<file path="config.mk">
export PLATFORM = sky130hd
export DESIGN_NAME = alu_share_arbiter
export DESIGN_NICKNAME = d
export VERILOG_FILES = /design/src/rtl/alu_share_arbiter.sv
export SDC_FILE = /design/constraint.sdc
export NUM_CORES = 1
export LEC_CHECK = 0
export BUFFER_PORTS_ARGS = -buffer_cell sky130_fd_sc_hd__buf_2
export CAP_MARGIN = 20
export CORE_AREA = 2 2 122 124
export CTS_CLUSTER_DIAMETER = 120
export DETAILED_ROUTE_END_ITERATION = 12
export DIE_AREA = 0 0 124 126
export GPL_TIMING_DRIVEN = 0
export PLACE_DENSITY = 0.62
export SETUP_SLACK_MARGIN = 0.1
export SLEW_MARGIN = 10
export SYNTH_ARGS = -nofsm -noshare
export SYNTH_HDL_FRONTEND = slang
export SYNTH_SLANG_ARGS = --single-unit
</file>
<file path="constraint.sdc">
create_clock -name clk -period 1.5 [get_ports clk]
set_input_delay 0.075 -clock clk [delete_from_list [all_inputs] [get_ports clk]]
set_output_delay 0.075 -clock clk [all_outputs]
set_load 0.01 [all_outputs]
</file>
<file path="src/rtl/alu_share_arbiter.sv">
// Round-robin arbiter sharing one external combinational ALU between two requesters.
// The result is captured in a single response holding register with 1-cycle latency.
module alu_share_arbiter #(
    parameter int unsigned DATA_W = 32,
    parameter int unsigned OP_W   = 4
) (
    input  logic              clk,
    input  logic              rst_n,

    input  logic              req0_valid,
    output logic              req0_ready,
    input  logic [DATA_W-1:0] req0_a,
    input  logic [DATA_W-1:0] req0_b,
    input  logic [OP_W-1:0]   req0_op,

    input  logic              req1_valid,
    output logic              req1_ready,
    input  logic [DATA_W-1:0] req1_a,
    input  logic [DATA_W-1:0] req1_b,
    input  logic [OP_W-1:0]   req1_op,

    output logic              rsp0_valid,
    input  logic              rsp0_ready,
    output logic [DATA_W-1:0] rsp0_result,
    output logic              rsp0_zero,

    output logic              rsp1_valid,
    input  logic              rsp1_ready,
    output logic [DATA_W-1:0] rsp1_result,
    output logic              rsp1_zero,

    output logic [DATA_W-1:0] alu_a,
    output logic [DATA_W-1:0] alu_b,
    output logic [OP_W-1:0]   alu_op,
    input  logic [DATA_W-1:0] alu_result,
    input  logic              alu_zero
);

    typedef enum logic {
        EMPTY = 1'b0,
        FULL  = 1'b1
    } state_e;

    state_e            state_q, state_d;
    logic              owner_q, owner_d;
    logic              rr_pri_q, rr_pri_d;
    logic [DATA_W-1:0] result_q, result_d;
    logic              zero_q, zero_d;

    logic              owner_rdy;
    logic              slot_free;
    logic              gnt_vld;
    logic              gnt_id;

    // Grant: the slot may be refilled in the same cycle its owner drains it.
    always_comb begin
        owner_rdy = owner_q ? rsp1_ready : rsp0_ready;
        slot_free = (state_q == EMPTY) || owner_rdy;
        gnt_vld   = slot_free && (req0_valid || req1_valid);
        gnt_id    = (req0_valid && req1_valid) ? rr_pri_q : req1_valid;
    end

    // Ready is gated by rst_n so nothing is accepted while reset is held.
    always_comb begin
        req0_ready = rst_n && gnt_vld && !gnt_id;
        req1_ready = rst_n && gnt_vld && gnt_id;
    end

    // Requester 0's operands are the idle default to keep the ALU inputs quiet.
    always_comb begin
        if (gnt_vld && gnt_id) begin
            alu_a  = req1_a;
            alu_b  = req1_b;
            alu_op = req1_op;
        end else begin
            alu_a  = req0_a;
            alu_b  = req0_b;
            alu_op = req0_op;
        end
    end

    always_comb begin
        state_d  = state_q;
        owner_d  = owner_q;
        rr_pri_d = rr_pri_q;
        result_d = result_q;
        zero_d   = zero_q;
        if (gnt_vld) begin
            state_d  = FULL;
            owner_d  = gnt_id;
            result_d = alu_result;
            zero_d   = alu_zero;
            rr_pri_d = !gnt_id;
        end else if ((state_q == FULL) && owner_rdy) begin
            state_d = EMPTY;
        end
    end

    always_ff @(posedge clk or negedge rst_n) begin
        if (!rst_n) begin
            state_q  <= EMPTY;
            owner_q  <= 1'b0;
            rr_pri_q <= 1'b0;
            result_q <= '0;
            zero_q   <= 1'b0;
        end else begin
            state_q  <= state_d;
            owner_q  <= owner_d;
            rr_pri_q <= rr_pri_d;
            result_q <= result_d;
            zero_q   <= zero_d;
        end
    end

    // Both response channels view the same holding register; valid selects the owner.
    always_comb begin
        rsp0_valid  = (state_q == FULL) && !owner_q;
        rsp1_valid  = (state_q == FULL) && owner_q;
        rsp0_result = result_q;
        rsp1_result = result_q;
        rsp0_zero   = zero_q;
        rsp1_zero   = zero_q;
    end

endmodule

</file>
# Word-level counts from Yosys, hierarchy flattened
# Cells that the tools add are included.
totals:
  in_bits: 175
  regBits: 36
op_classes:
  n_reduce_logical: 14
  n_mux: 7
  bitwise_logic: 1
op_table:
  columns: ["op", "n"]
  rows:
  - ["32-bit 2-to-1 mux", 2]
  - ["1-bit logical AND", 9]
  - ["1-bit 2-to-1 mux", 4]
  - ["4-bit 2-to-1 mux", 1]
  - ["1-bit logical NOT", 2]
  - ["1-bit logical OR", 2]
  - ["2-bit nonzero test", 1]
  - ["1-bit NOT", 1]

# Longest topological paths before layout
depth:
  ltp_word: 5
  ltp_mapped: 5
  ltp_nobuf: 3

# Least setup slack after synthesis
# Ideal clock, no wire load.
synth_timing:
  kind: "reg-to-output"
  from: "register owner_q"
  to: "output port alu_b[14]"
  arrival_time_ns: 1.597
  stages_incl_launch_ff: 6
  setup_slack_ns: -0.172
  cell_sequence: "dfrtp_1 > mux2_4 > o211ai_4 > buf_6 > buf_6 > mux2_1"
synth_via:
  elab_chain_len: 5
synth_lines:
  columns: ["element", "line", "source"]
  rows:
  - ["from (decl)", "45", "logic owner_q, owner_d;"]
  - ["from (signal assigned)", "108", "owner_q <= owner_d;"]
  - ["1-bit 2-to-1 mux", "57", "owner_rdy = owner_q ? rsp1_ready : rsp0_ready;"]
  - ["1-bit logical OR", "58", "slot_free = (state_q == EMPTY) || owner_rdy;"]
  - ["1-bit logical AND", "59", "gnt_vld = slot_free && (req0_valid || req1_valid);"]
  - ["1-bit logical AND", "71", "if (gnt_vld && gnt_id) begin"]
  - ["32-bit 2-to-1 mux", "71", null]
  - ["to (decl)", "33", "output logic [DATA_W-1:0] alu_b,"]
# Every way passes these cells.

# Worst setup path after layout
layout_timing:
  from: "register owner_q"
  to: "output port alu_op[1]"
layout_via:
  elab_chain_len: 5
layout_lines:
  columns: ["element", "line", "source"]
  rows:
  - ["1-bit 2-to-1 mux", "57", null]
  - ["1-bit logical OR", "58", null]
  - ["1-bit logical AND", "59", null]
  - ["1-bit logical AND", "71", null]
  - ["4-bit 2-to-1 mux", "71", null]
  - ["to (decl)", "34", "output logic [OP_W-1:0] alu_op,"]
# Every way passes these cells.

==> metrics.md <==
| Metric | Value |
|---|---|
| Layout cells sized above 1 | `89.7%` |
| Area growth, synth to finish | `99.9%` |
| Max frequency | `about 470 MHz` |
| Non-Filler Instances | `723` |
| Pin count of the biggest net entering global routing | `38` |
| GR Layer Usage met3 | `5.93%` |
| Post-route ant nets | `0` |
| Core ar. | `14300 sq um` |
| Mapped Area | `around 2600 sq um` |
| Sequential-to-total area share from yosys stat | `34.1%` |
| Final hold vios | `36` |
| PD cells | `1100 nW/um^2` |
| Pre-CTS setup slack | `-0.575 ns` |
| Data required, critical path | `1.42 ns` |
| Die width | `between 100 and 150 um` |
| Pre-antenna DRT Iters | `4` |
| Max VDD drop | `~750 uV` |
| Final setup margin | `-0.625 ns` |
| Net count after synthesis | `377` |
| Final period util | `142%` |
| Status | `finished with violations` |
| Met2 Use GR | `26.6%` |
| Worst-Margin Slew | `0.512 ns` |
| CP endpoint kind | `primary output` |
| Die height | `126 um` |
| P_leak | `just under 3 nW` |
| Cells after Synth | `202` |
| Distinct cells, synth | `20` |
| DP Area | `4450 sq um` |
| Final instance area | `around 5300 sq um` |
| Clock tree buffer depth | `2` |
| Routed wire per std cell | `16.8 um` |
| Most frequent cells in the layout | `buf_2, mux2_4, buf_6` |
| CTS Buf Count | `5` |
| First-pass GRT wire length | `~16000 um` |
| Startpoint types | `flop` |
| Crit Path Max Fanout | `10` |
| RSZ-0062 raised after global routing | `true` |
| Clk Latency, worst-skew pair | `0.28 ns` |
| Sink Count | `36` |
| Clk slew on worst S/H paths | `0.06 ns` |
| WL final | `12200 um` |
| Area leader, netlist | `dfrtp_1` |
| Hold Path Class | `in -> async` |
| Detailed placement HPWL | `approximately 10000 um` |
| Starting DRT DRC Count | `77` |
| Max Slew Vio Count | `0` |
| Clock Skew | `about 0.0027 ns` |
| Synth Register Bits | `36` |
| Leading cell type in the layout, fill and taps excluded | `buf_2` |
| Minimum clock period after layout | `2.13 ns` |
| CTS tree | `yes` |
| Vias/cell | `4.00` |
| Antenna violations before repair | `11` |
| Setup tns final | `-49.65 ns` |
| Synth top area share | `34.1%` |
| Grt ovf | `0` |
| Row count | `44` |
| Util after Layout | `36.9%` |
| Slew margin rel. | `65.9%` |
| Crit path arrival time | `2.05 ns` |
| Top post-synthesis cells by area | `dfrtp_1, mux2_2, mux2_4` |
| Failing checks | `hold timing, setup timing` |
| GRT Resource Usage Total | `roughly 14%` |
| Die ar. | `15600 sq um` |
| Number of global-route vias before repair | `2755` |
| Setup CP Type | `reg -> out` |
| CP Launch Point | `owner_q` |
| H-Tree Depth | `2` |
| Met1 Track Usage GR | `14.8%` |
| Via count | `2893` |
| Nets | `709` |
| I/O Buffers | `312` |
| Placed insts | `approximately 700` |
| Initial Util | `18.4%` |
| Synth Area per Inst | `13.1 sq um` |
| DRC viols | `0` |
| Max Cap Viol | `0` |
| Setup Viol. Count Final | `103` |
| Worst r2r src | `owner_q` |
| GRT Max-Usage Layer | `met2` |
| Clock root buffer | `clkbuf_16` |
| IO Count | `approximately 310` |
| Min Hold Slack | `-0.207 ns` |
| Synth warn | `0` |
| Final GP Congestion | `about 0.81` |
==> sequential cells by signal (all words and copies together), names as in the netlist <==
register	cells
rsp0_result	32
owner_q	1
rr_pri_q	1
rsp0_zero	1
state_q	1
==> area by class of cell <==
type                            count  area, sq um
Tap cell                          184          230
Multi-Input combinational cell    120         1510
Fill cell                        1453         9040
Sequential cell                    36          901
Antenna cell                        4         10.0
Inverter                            2         7.51
Clock buffer                        7          143
Buffer                             44          423
Timing Repair Buffer              325         2040
Clock inverter                      1         7.51
==> power breakdown <==
part	switching, mW	leakage (nW)	internal [mW]	total, mW
Sequential	0.209	0.419	1.22	1.42
Combinational	1.26	2.44	2.07	3.33
Clock	0.399	0.0702	0.661	1.06
==> synth_stat cells <==
library cell / number
o211ai_4: 1
buf_4: 37
a21oi_1: 2
mux2_1: 20
o21ai_0: 3
a31oi_1: 1
nor3_1: 1
dfrtp_1: 36
nor3b_1: 1
nand2b_1: 2
and2_1: 1
o2bb2ai_1: 1
mux2_4: 31
nand2_1: 1
o22a_1: 1
nor2_1: 3
mux2_2: 51
buf_2: 1
inv_1: 2
buf_6: 6
==> worst max-delay path: stages (launching register included) <==
cell and delay [ns]:
dfrtp_1 0.39, mux2_4 0.32, o211ai_4 0.25, buf_6 0.17, buf_12 0.14, mux2_2 0.33
buf_2 0.16
==> metal layers <==
metal / up-vias / part of all wire, % / routed length [um]
met2: 181 / 51 / 6200
met1: 1338 / 35 / 4300
met4: 6 / 1.3 / 156
met5: - / 0.34 / 41
li1: 1351 / - / -
met3: 17 / 12 / 1480
==> cell families (layout without fill, tap and decap cells) <==
| family | Yosys count | after routing | share of synthesized area, % |
|---|---|---|---|
| AOI/OAI and AO/OA | 9 | 9 | 2.65 |
| DFF | 36 | 36 | 34.1 |
| and+or+nand+nor | 9 | 9 | 1.75 |
| other | 0 | 4 | 0 |
| muxes | 102 | 102 | 47.9 |
| buffers and inverters | 46 | 379 | 13.6 |
==> through the flow <==
stage | hold slack, ns | total power [mW]
2_1_floorplan | -0.221 | 3.09
3_3_place_gp | 0.229 | 4.19
3_5_place_dp | 0.235 | 4.20
4_1_cts | -0.0755 | 5.74
5_1_grt | -0.160 | 6.13
6_report | -0.207 | 5.82
==> what timing repair did <==
item,CTS,global route
pin swaps,1,1
hold endpoints to repair,36,36
buffers inserted,7,1
gates cloned,4,1
gates resized for setup,65,32
endpoints found under the setup margin,103,103
==> path summary, 6_finish.rpt <==
| path | endpoint | slack [ns] | cells past startpoint |
|---|---|---|---|
| setup / recovery | alu_op[1] | -0.63 | 6 |
| hold / removal | rsp0_result[27] | -0.21 | 1 |
| setup reg to reg | rsp0_result[26] | -0.39 | 6 |
| hold reg to reg | rr_pri_q | 0.51 | 1 |
| max in group asynchronous | rr_pri_q | 1.36 | 1 |
| min in group clk | rsp0_result[22] | 0.02 | 2 |
Power figures use the tool's default switching activity.
